## config.mk

```make
export PLATFORM = sky130hd
export DESIGN_NAME = axis_hdr_sched
export DESIGN_NICKNAME = d
export VERILOG_FILES = /design/src/rtl/axis_hdr_sched_pkg.sv /design/src/rtl/axis_hdr_sched_rr_arbiter.sv /design/src/rtl/axis_hdr_sched.sv
export SDC_FILE = /design/constraint.sdc
export NUM_CORES = 1
export LEC_CHECK = 0
export CELL_PAD_IN_SITES_DETAIL_PLACEMENT = 1
export CELL_PAD_IN_SITES_GLOBAL_PLACEMENT = 1
export CORE_MARGIN = 3
export CORE_UTILIZATION = 28
export DETAILED_ROUTE_END_ITERATION = 8
export PLACE_DENSITY = 0.78
export SETUP_SLACK_MARGIN = 0.5
export SLEW_MARGIN = 10
export SYNTH_ARGS = -nofsm -noshare
export SYNTH_HDL_FRONTEND = slang
export SYNTH_SLANG_ARGS = --single-unit
```

## constraint.sdc

```tcl
create_clock -name clk -period 3.1 [get_ports clk]
set_input_delay 0.62 -clock clk [delete_from_list [all_inputs] [get_ports clk]]
set_output_delay 0.62 -clock clk [all_outputs]
set_load 0.005 [all_outputs]
```

## src/rtl/axis_hdr_sched_pkg.sv

```systemverilog
// Shared definitions for the header scheduler: state encoding and default sizing.
package axis_hdr_sched_pkg;

  localparam int DEF_DATA_WD = 32;
  localparam int DEF_N_REQ   = 4;

  typedef logic [1:0] state_t;

  localparam state_t ST_IDLE = 2'd0;
  localparam state_t ST_HDR  = 2'd1;
  localparam state_t ST_PKT  = 2'd2;

endpackage

```

## src/rtl/axis_hdr_sched_rr_arbiter.sv

```systemverilog
// Combinational round-robin selector: first active request at or after ptr wins.
module rr_arbiter #(
  parameter int N      = 4,
  parameter int IDX_WD = $clog2(N)
) (
  input  logic [N-1:0]      req,
  input  logic [IDX_WD-1:0] ptr,
  output logic [N-1:0]      gnt,
  output logic [IDX_WD-1:0] idx
);

  logic              found;
  logic [IDX_WD:0]   sum;
  logic [IDX_WD-1:0] cand;

  always_comb begin
    gnt   = '0;
    idx   = '0;
    found = 1'b0;
    sum   = '0;
    cand  = '0;
    for (int k = 0; k < N; k++) begin
      sum = {1'b0, ptr} + (IDX_WD+1)'(k);
      if (sum >= (IDX_WD+1)'(N)) sum = sum - (IDX_WD+1)'(N);
      cand = sum[IDX_WD-1:0];
      if (!found && req[cand]) begin
        found     = 1'b1;
        gnt[cand] = 1'b1;
        idx       = cand;
      end
    end
  end

endmodule

```

## src/rtl/axis_hdr_sched.sv

```systemverilog
// Header scheduler: round-robin grants one requester at a time, presents its latched
// header to the inserter, then owns the grant until the packet's last beat completes.
module axis_hdr_sched
  import axis_hdr_sched_pkg::*;
#(
  parameter int DATA_WD      = DEF_DATA_WD,
  parameter int DATA_BYTE_WD = DATA_WD / 8,
  parameter int BYTE_CNT_WD  = $clog2(DATA_BYTE_WD),
  parameter int N_REQ        = DEF_N_REQ
) (
  input  logic                           clk,
  input  logic                           rst,
  input  logic                           en,
  input  logic [N_REQ-1:0]               req_valid,
  input  logic [N_REQ*DATA_WD-1:0]       req_data,
  input  logic [N_REQ*DATA_BYTE_WD-1:0]  req_keep,
  input  logic [N_REQ*BYTE_CNT_WD-1:0]   req_byte_cnt,
  output logic [N_REQ-1:0]               req_ready,
  output logic                           valid_insert,
  output logic [DATA_WD-1:0]             data_insert,
  output logic [DATA_BYTE_WD-1:0]        keep_insert,
  output logic [BYTE_CNT_WD-1:0]         byte_insert_cnt,
  input  logic                           ready_insert,
  input  logic                           valid_out,
  input  logic                           ready_out,
  input  logic                           last_out,
  output logic [$clog2(N_REQ)-1:0]       grant_idx,
  output logic                           busy,
  output logic [15:0]                    pkt_cnt
);

  localparam int IDX_WD = $clog2(N_REQ);

  state_t                   state;
  logic [IDX_WD-1:0]        rr_ptr;
  logic [N_REQ-1:0]         arb_gnt;
  logic [IDX_WD-1:0]        arb_idx;
  logic [DATA_WD-1:0]       sel_data;
  logic [DATA_BYTE_WD-1:0]  sel_keep;
  logic [BYTE_CNT_WD-1:0]   sel_cnt;
  logic                     hdr_acc;
  logic                     last_hs;
  logic [IDX_WD-1:0]        next_ptr;

  rr_arbiter #(.N(N_REQ), .IDX_WD(IDX_WD)) u_arb (
    .req (req_valid),
    .ptr (rr_ptr),
    .gnt (arb_gnt),
    .idx (arb_idx)
  );

  always_comb begin
    sel_data = '0;
    sel_keep = '0;
    sel_cnt  = '0;
    for (int i = 0; i < N_REQ; i++) begin
      if (arb_gnt[i]) begin
        sel_data = req_data[i*DATA_WD +: DATA_WD];
        sel_keep = req_keep[i*DATA_BYTE_WD +: DATA_BYTE_WD];
        sel_cnt  = req_byte_cnt[i*BYTE_CNT_WD +: BYTE_CNT_WD];
      end
    end
  end

  assign hdr_acc  = (state == ST_HDR) && ready_insert;
  assign last_hs  = valid_out && ready_out && last_out;
  assign next_ptr = (grant_idx == IDX_WD'(N_REQ-1)) ? '0 : grant_idx + IDX_WD'(1);

  // Gated by rst so outputs read as idle throughout the reset cycle, not only after it.
  assign valid_insert = !rst && (state == ST_HDR);
  assign busy         = !rst && (state != ST_IDLE);

  always_comb begin
    req_ready = '0;
    for (int i = 0; i < N_REQ; i++)
      req_ready[i] = !rst && hdr_acc && (grant_idx == IDX_WD'(i));
  end

  always_ff @(posedge clk) begin
    if (rst) begin
      state           <= ST_IDLE;
      rr_ptr          <= '0;
      grant_idx       <= '0;
      pkt_cnt         <= '0;
      data_insert     <= '0;
      keep_insert     <= '0;
      byte_insert_cnt <= '0;
    end else begin
      case (state)
        ST_IDLE: begin
          if (en && (|req_valid)) begin
            grant_idx       <= arb_idx;
            data_insert     <= sel_data;
            keep_insert     <= sel_keep;
            byte_insert_cnt <= sel_cnt;
            state           <= ST_HDR;
          end
        end
        ST_HDR: begin
          if (ready_insert) begin
            // Header accept coinciding with a last beat closes a single-beat packet.
            if (last_hs) begin
              state   <= ST_IDLE;
              pkt_cnt <= pkt_cnt + 16'd1;
              rr_ptr  <= next_ptr;
            end else begin
              state <= ST_PKT;
            end
          end
        end
        ST_PKT: begin
          if (last_hs) begin
            state   <= ST_IDLE;
            pkt_cnt <= pkt_cnt + 16'd1;
            rr_ptr  <= next_ptr;
          end
        end
        default: state <= ST_IDLE;
      endcase
    end
  end

endmodule

```

---- Yosys cells after proc, flatten, opt, wreduce, memory -nomap -nowiden ----
Index checks and enable logic that the tools add are counted.
operators by class
  $add $sub $neg .......................... 9
  multipliers ............................. 0
  divide/modulo/power cells ............... 0
  order comparisons ....................... 12
  equality and inequality tests ........... 8
  shift operators ......................... 0
  mux-type cells .......................... 55
  bitwise gates (word level) .............. 3
  reduce and logical (&&, ||, !) cells .... 30
operator list
  kind                     count
  $mux W32                 4
  $mux W2                  19
  $mux W16                 2
  $mux W4                  8
  $pmux W16 S2             1
  $logic_and A1 B1 Y1      18
  $add A16 B1 Y16 const B  1
  $lt A2 B3 Y1 const B     4
  $or A4 B4 Y4             3
  $mux W1                  11
  $ge A3 B3 Y1 const B     3
  $bmux W1 S2              4
  $demux W1 S2             4
  $ge A2 B1 Y1 const B     4
  $sub A2 B1 Y2 const B    4
  $add A2 B2 Y3 const B    2
  $eq A2 B2 Y1 const B     3
  $ne A2 B2 Y1 const B     3
  $pmux W2 S3              1
  $eq A2 B1 Y1 const B     2
  $logic_not A1 Y1         4
  $logic_not A2 Y1         2
  $pmux W2 S2              1
  $reduce_and A2 Y1        2
  other kinds (6)          7
storage, ports and cells
  register bits ........................... 60
  latch bits .............................. 0
  RAM bits ................................ 0
  ROM bits ................................ 0
  output and inout port bits .............. 62
  logic and storage cells ................. 124
  memories kept ........................... 0

---- Logic depth before layout (Yosys ltp) ----
  depth after elaboration ................. 18
  gate-level depth with buffers ........... 11

---- By module ----
Synthesis repeated with hierarchy kept, for this count alone.
second synthesis, totals
  cells, all modules ...................... 524
  area total of the unflattened synthesis .. 4,032.6 um^2
modules (own cells, without submodules)
  module          times used  cells each  area each (um^2)
  axis_hdr_sched  1           476         3,593.4
  rr_arbiter      1           48          439.2

---- Worst setup path before layout ----
Ideal clock, no wire load.
  kind .................................... reg-to-reg
  start point ............................. register rr_ptr[0]
  end point ............................... register byte_insert_cnt[0]
  library setup time ...................... 0.144 ns
  arrival ................................. 3.136 ns
  required time ........................... 2.956 ns
  setup slack ............................. -0.180 ns
  cell stages (with the launch flop) ...... 12
  buffers on the path ..................... 3
  period minus slack after synthesis ...... 3.280 ns
  cells stage by stage .................... dfxtp_1 buf_4 inv_1 ha_1 mux4_2 nor2b_1 a32o_2 buf_4 buf_2 o31a_1 a2111oi_2 nor4_2
between the ends
  word-level cells in the longest chain between the ends .. 18
  elaborated cells on any way between the ends .. 63
  those cells by class .................... 7 x add/sub; 12 x order compare; 31 x mux; 3 x bitwise; 10 x reduce/logical
RTL lines
  what                                                    RTL line                         source
  start, declared                                         axis_hdr_sched.sv:35             logic [IDX_WD-1:0] rr_ptr;
  start signal, assigned                                  axis_hdr_sched.sv:105            rr_ptr <= next_ptr;
  start signal, assigned                                  axis_hdr_sched.sv:115            rr_ptr <= next_ptr;
  branches (longest 13 deep; another with $add A2 B1 Y3)  --
  $mux W4 (*)                                             axis_hdr_sched_rr_arbiter.sv:26  if (!found && req[cand]) begin
  $mux W2 (3 in a row)                                    axis_hdr_sched.sv:57             if (arb_gnt[i]) begin
  $mux W2 (*)                                             axis_hdr_sched.sv:57
  end signal, assigned                                    axis_hdr_sched.sv:95             byte_insert_cnt <= sel_cnt;
  end, declared                                           axis_hdr_sched.sv:22             output logic [BYTE_CNT_WD-1:0] byte_insert_cnt,
Mark *: on every way between the ends. The select of a mux whose other input is x is not followed.
A chain may end at the register's enable or synchronous reset.

---- Final worst setup path ----
  start point ............................. register rr_ptr[0]
  end point ............................... register data_insert[11]
between the ends
  word-level cells in the longest chain between the ends .. 18
  elaborated cells on any way between the ends .. 63
  those cells by class .................... 7 x add/sub; 12 x order compare; 31 x mux; 3 x bitwise; 10 x reduce/logical
RTL lines
  what                                                    RTL line                         source
  branches (longest 13 deep; another with $add A2 B1 Y3)  --
  $mux W4 (*)                                             axis_hdr_sched_rr_arbiter.sv:26
  $mux W32 (3 in a row)                                   axis_hdr_sched.sv:57
  $mux W32 (*)                                            axis_hdr_sched.sv:57
  end signal, assigned                                    axis_hdr_sched.sv:93             data_insert <= sel_data;
  end, declared                                           axis_hdr_sched.sv:20             output logic [DATA_WD-1:0] data_insert,
Marks and branches as above.

==> run summary <==
## Timing
- **final worst-path setup slack** -0.0121 ns
- **final worst-path cycle share** 100%
- **post-route minimum period** 3.11 ns
- **setup repair after global routing missed its margin** yes
- **Finish-stage setup viols** 1
- **max_slew headroom** 42.5%
- **total negative slack for setup checks** -0.0121 ns
- **Hold Violations, Final** 0
- **max frequency** 321 MHz
- **slew of the pin with the lowest slew margin** 0.863 ns
- **post-route clock skew** 0.00786 ns
- **WHS** 0.502 ns
- **Final Slew Violations** 0

## Placed design
- **worst slack, placed** -0.488 ns
- **routability congestion estimate from global placement** 0.832
- **placed cell count** 1221
- **hpwl dp** 19400 µm
- **instance area after placement** 9170 µm²
- **Port-buffer cells** 224

## Worst setup path
- **cell type of the slowest stage on the worst timing path** sky130_fd_sc_hd__mux4_2
- **peak fanout along the critical path** 5
- **critical path endpoint category** flip-flop
- **largest stage delay on the critical path** 0.57 ns
- **Crit path arrival time** 3.34 ns
- **Buf+Inv Stages, Crit Path** 4
- **most common cell type on the critical path** sky130_fd_sc_hd__a2111oi_4
- **startpoint kind of the worst setup timing path** flip-flop
- **cell-by-cell listing of the critical path** clkinvlp_4 > ha_4 > mux4_2 > buf_6 > nor3b_4 > o22ai_2 > a2111oi_4 > buf_4 > buf_16 > a2111oi_4 > nor4_1
- **delay-heaviest family, CP** compound AO/OA/AOI/OAI gates
- **type of the setup path with the least slack** reg2reg
- **required arrival time at the worst endpoint** 3.33 ns

## Synth
- **number of distinct standard cells referenced by the synthesized netlist** 53
- **leading cell types by total area after synthesis** sky130_fd_sc_hd__dfxtp_1 22%, sky130_fd_sc_hd__o211ai_1 10%, sky130_fd_sc_hd__nor2_1 6.7%
- **leading register cell type out of synthesis** sky130_fd_sc_hd__dfxtp_1
- **netlist area before placement** 5570 µm²
- **Synth Instances** 730
- **fraction of registers with async set or reset after synthesis** 0%
- **sequential-to-total area share from yosys stat** 21.5%
- **cell type with the largest total area after synthesis** sky130_fd_sc_hd__dfxtp_1
- **number of synthesis warnings** 0
- **Yosys top cell area share** 21.5%
- **EDFF count, synth** 0
- **syn_nets** 905
- **mean instance size in the synthesized netlist** 7.64 µm²
- **synthesis-stage register bit count** 60

## Run status
- **violations in the final reports** setup timing
- **run status** finished with violations

## Floorplan
- **core box area** 19100 µm²
- **die outline height** 147 µm
- **Rows** 50
- **die area** 21600 µm²
- **effective utilization at floorplan** 29.1%
- **Boundary Pins** 225
- **overall die width** 147 µm

## Global route
- **aggregate global-route resource usage** 25.9%
- **wire length of the first global-routing pass** 44900 µm
- **maximum number of pins on one net before global-route repair** 61
- **sum of overflow across all layers after global routing** 0
- **number of global-route vias before repair** 7850
- **antenna violations before repair** 2

## Layout
- **share of cells above drive strength 1** 24.9%
- **Finished Cell Area** 10300 µm²
- **FF/Latch Area** 1200 µm²
- **final net count** 1188
- **number of fill cells** 2204
- **Finished Layout Cells** 1280
- **total area of multi-input combinational cells** 4570 µm²
- **area growth from synthesis to layout** 85.7%
- **final core occ** 54.1%

## Worst hold path
- **worst min-delay path class** reg2reg

## Clocking
- **H-Tree Depth** 3
- **clock latency on the worst-skew pair** 0.35 ns
- **number of buffers added by the clock tree synthesis step** 9
- **TritonCTS clock tree** yes
- **clock-pin transition on the worst setup and hold timing paths** 0.06 ns
- **root buffer selected by CTS** sky130_fd_sc_hd__clkbuf_16
- **Longest Clk Path Bufs** 2
- **clock sinks** 60

## Run
- **number of maximum-capacitance violations** 0

## Routing
- **DR pass1 iterations** 5
- **DR WL/cell** 23.1 µm
- **total detailed-routing wirelength** 29500 µm
- **Residual DRC** 0
- **routed wire length on met3** 1300 µm
- **Met1 Wirelength** 12200 µm
- **met2 WL** 14800 µm
- **top metal layer carrying routed signals** met4
- **routed via count divided by cell count** 5.76
- **total vias in the final route** 7370
- **drt initial violations** 405
- **final antenna-violating net count** 0

## Power
- **IR drop worst, VDD** 0.270 mV
- **Leak** 3.65 nW
- **Power Density** 329 nW/µm²
- **overall power of the completed layout** 3.40 mW

==> cells in the mapped netlist, drive strengths merged, types with 5 or more instances <==
cell     number
nor2b         7
a21oi        50
a2111oi      41
nand2        50
nor2        100
nand2b        5
and3          6
mux2i         5
o211ai       76
xor2         10
o21ai        10
clkbuf       61
ha           12
dfxtp        60
a32oi        39
nand4         6
o31a         38
nor3          5
inv          49
buf          21
nor4         39
==> where the power goes <==
group | switching [mW] | internal, mW | leakage [nW]
Combinational | 0.682 | 0.782 | 3.01
Clock | 0.439 | 0.619 | 0.147
Sequential | 0.0449 | 0.834 | 0.493
==> state kept, by name, summed over array words and instances (netlist names) <==
signal           cells
byte_insert_cnt      2
rr_ptr               2
pkt_cnt             16
grant_idx            2
keep_insert          4
state                2
data_insert         32
==> cells by family (layout without fill, tap and decap cells) <==
logic type,Yosys count,after routing,share of synthesized area (%)
adders and majority gates,12,12,2.69
muxes,11,11,2.92
DFF,60,60,21.5
buffers and inverters,131,418,10.2
and+or+nand+nor,234,235,21.8
xor gates and xnor gates,11,11,1.73
other,0,2,0
AOI/OAI and AO/OA,271,271,39.1
==> routing by layer <==
metal / vias to the layer above / track usage, %
li1: 3369 / -
met1: 3667 / 31.7
met2: 255 / 45.3
met3: 79 / 4.13
met4: 0 / 10.7
met5: - / 0
==> path summary, 6_finish.rpt <==
| kind | startpoint | end | slack, ns | cells past startpoint |
|---|---|---|---|---|
| hold reg to reg | pkt_cnt[15]$_SDFFE_PP0P_ | pkt_cnt[15]$_SDFFE_PP0P_ | 0.50 | 2 |
| setup reg to reg | rr_ptr[0]$_SDFFE_PP0P_ | data_insert[11]$_SDFFE_PP0P_ | -0.01 | 11 |
| hold / removal | pkt_cnt[15]$_SDFFE_PP0P_ | pkt_cnt[15]$_SDFFE_PP0P_ | 0.50 | 2 |
| setup / recovery | rr_ptr[0]$_SDFFE_PP0P_ | data_insert[11]$_SDFFE_PP0P_ | -0.01 | 11 |
==> cell usage in the layout (no fill, tap or decap), drive strengths merged, types with 7 or more instances in the layout <==
master / count
buf: 129
o211ai: 76
a2111oi: 41
nor2b: 7
a21oi: 50
clkdlybuf4s50: 219
o31a: 38
nor4: 39
a32oi: 39
ha: 12
inv: 49
nand2: 50
xor2: 10
clkbuf: 12
o21ai: 10
dfxtp: 60
nor2: 101
==> worst register-to-register path: cells and delay by family, from the launching register on <==
family	cells	cell delay (ns)
DFF	1	0.35
buffers and inverters	4	0.62
and+or+nand+nor	2	0.50
adders and majority gates	1	0.31
AOI/OAI and AO/OA	3	0.65
muxes	1	0.57
==> timing repair <==
item,4_1_cts,5_1_grt
pin swaps,52,28
buffers inserted,25,9
setup endpoints to repair,41,44
resized for setup,63,26
gates cloned,6,1
hold buffers,0,0
==> layout make-up <==
type | count | share of cell area, %
repair buffers | 353 | 36.2
well taps | 260 | 3.14
clock buffers | 11 | 2.55
flip-flops and latches | 60 | 11.6
clock inverters | 5 | 0.411
inverters | 49 | 1.81
diodes | 2 | 0.0484
multi-input cells | 540 | 44.2
(Power assumes the default switching activity.)
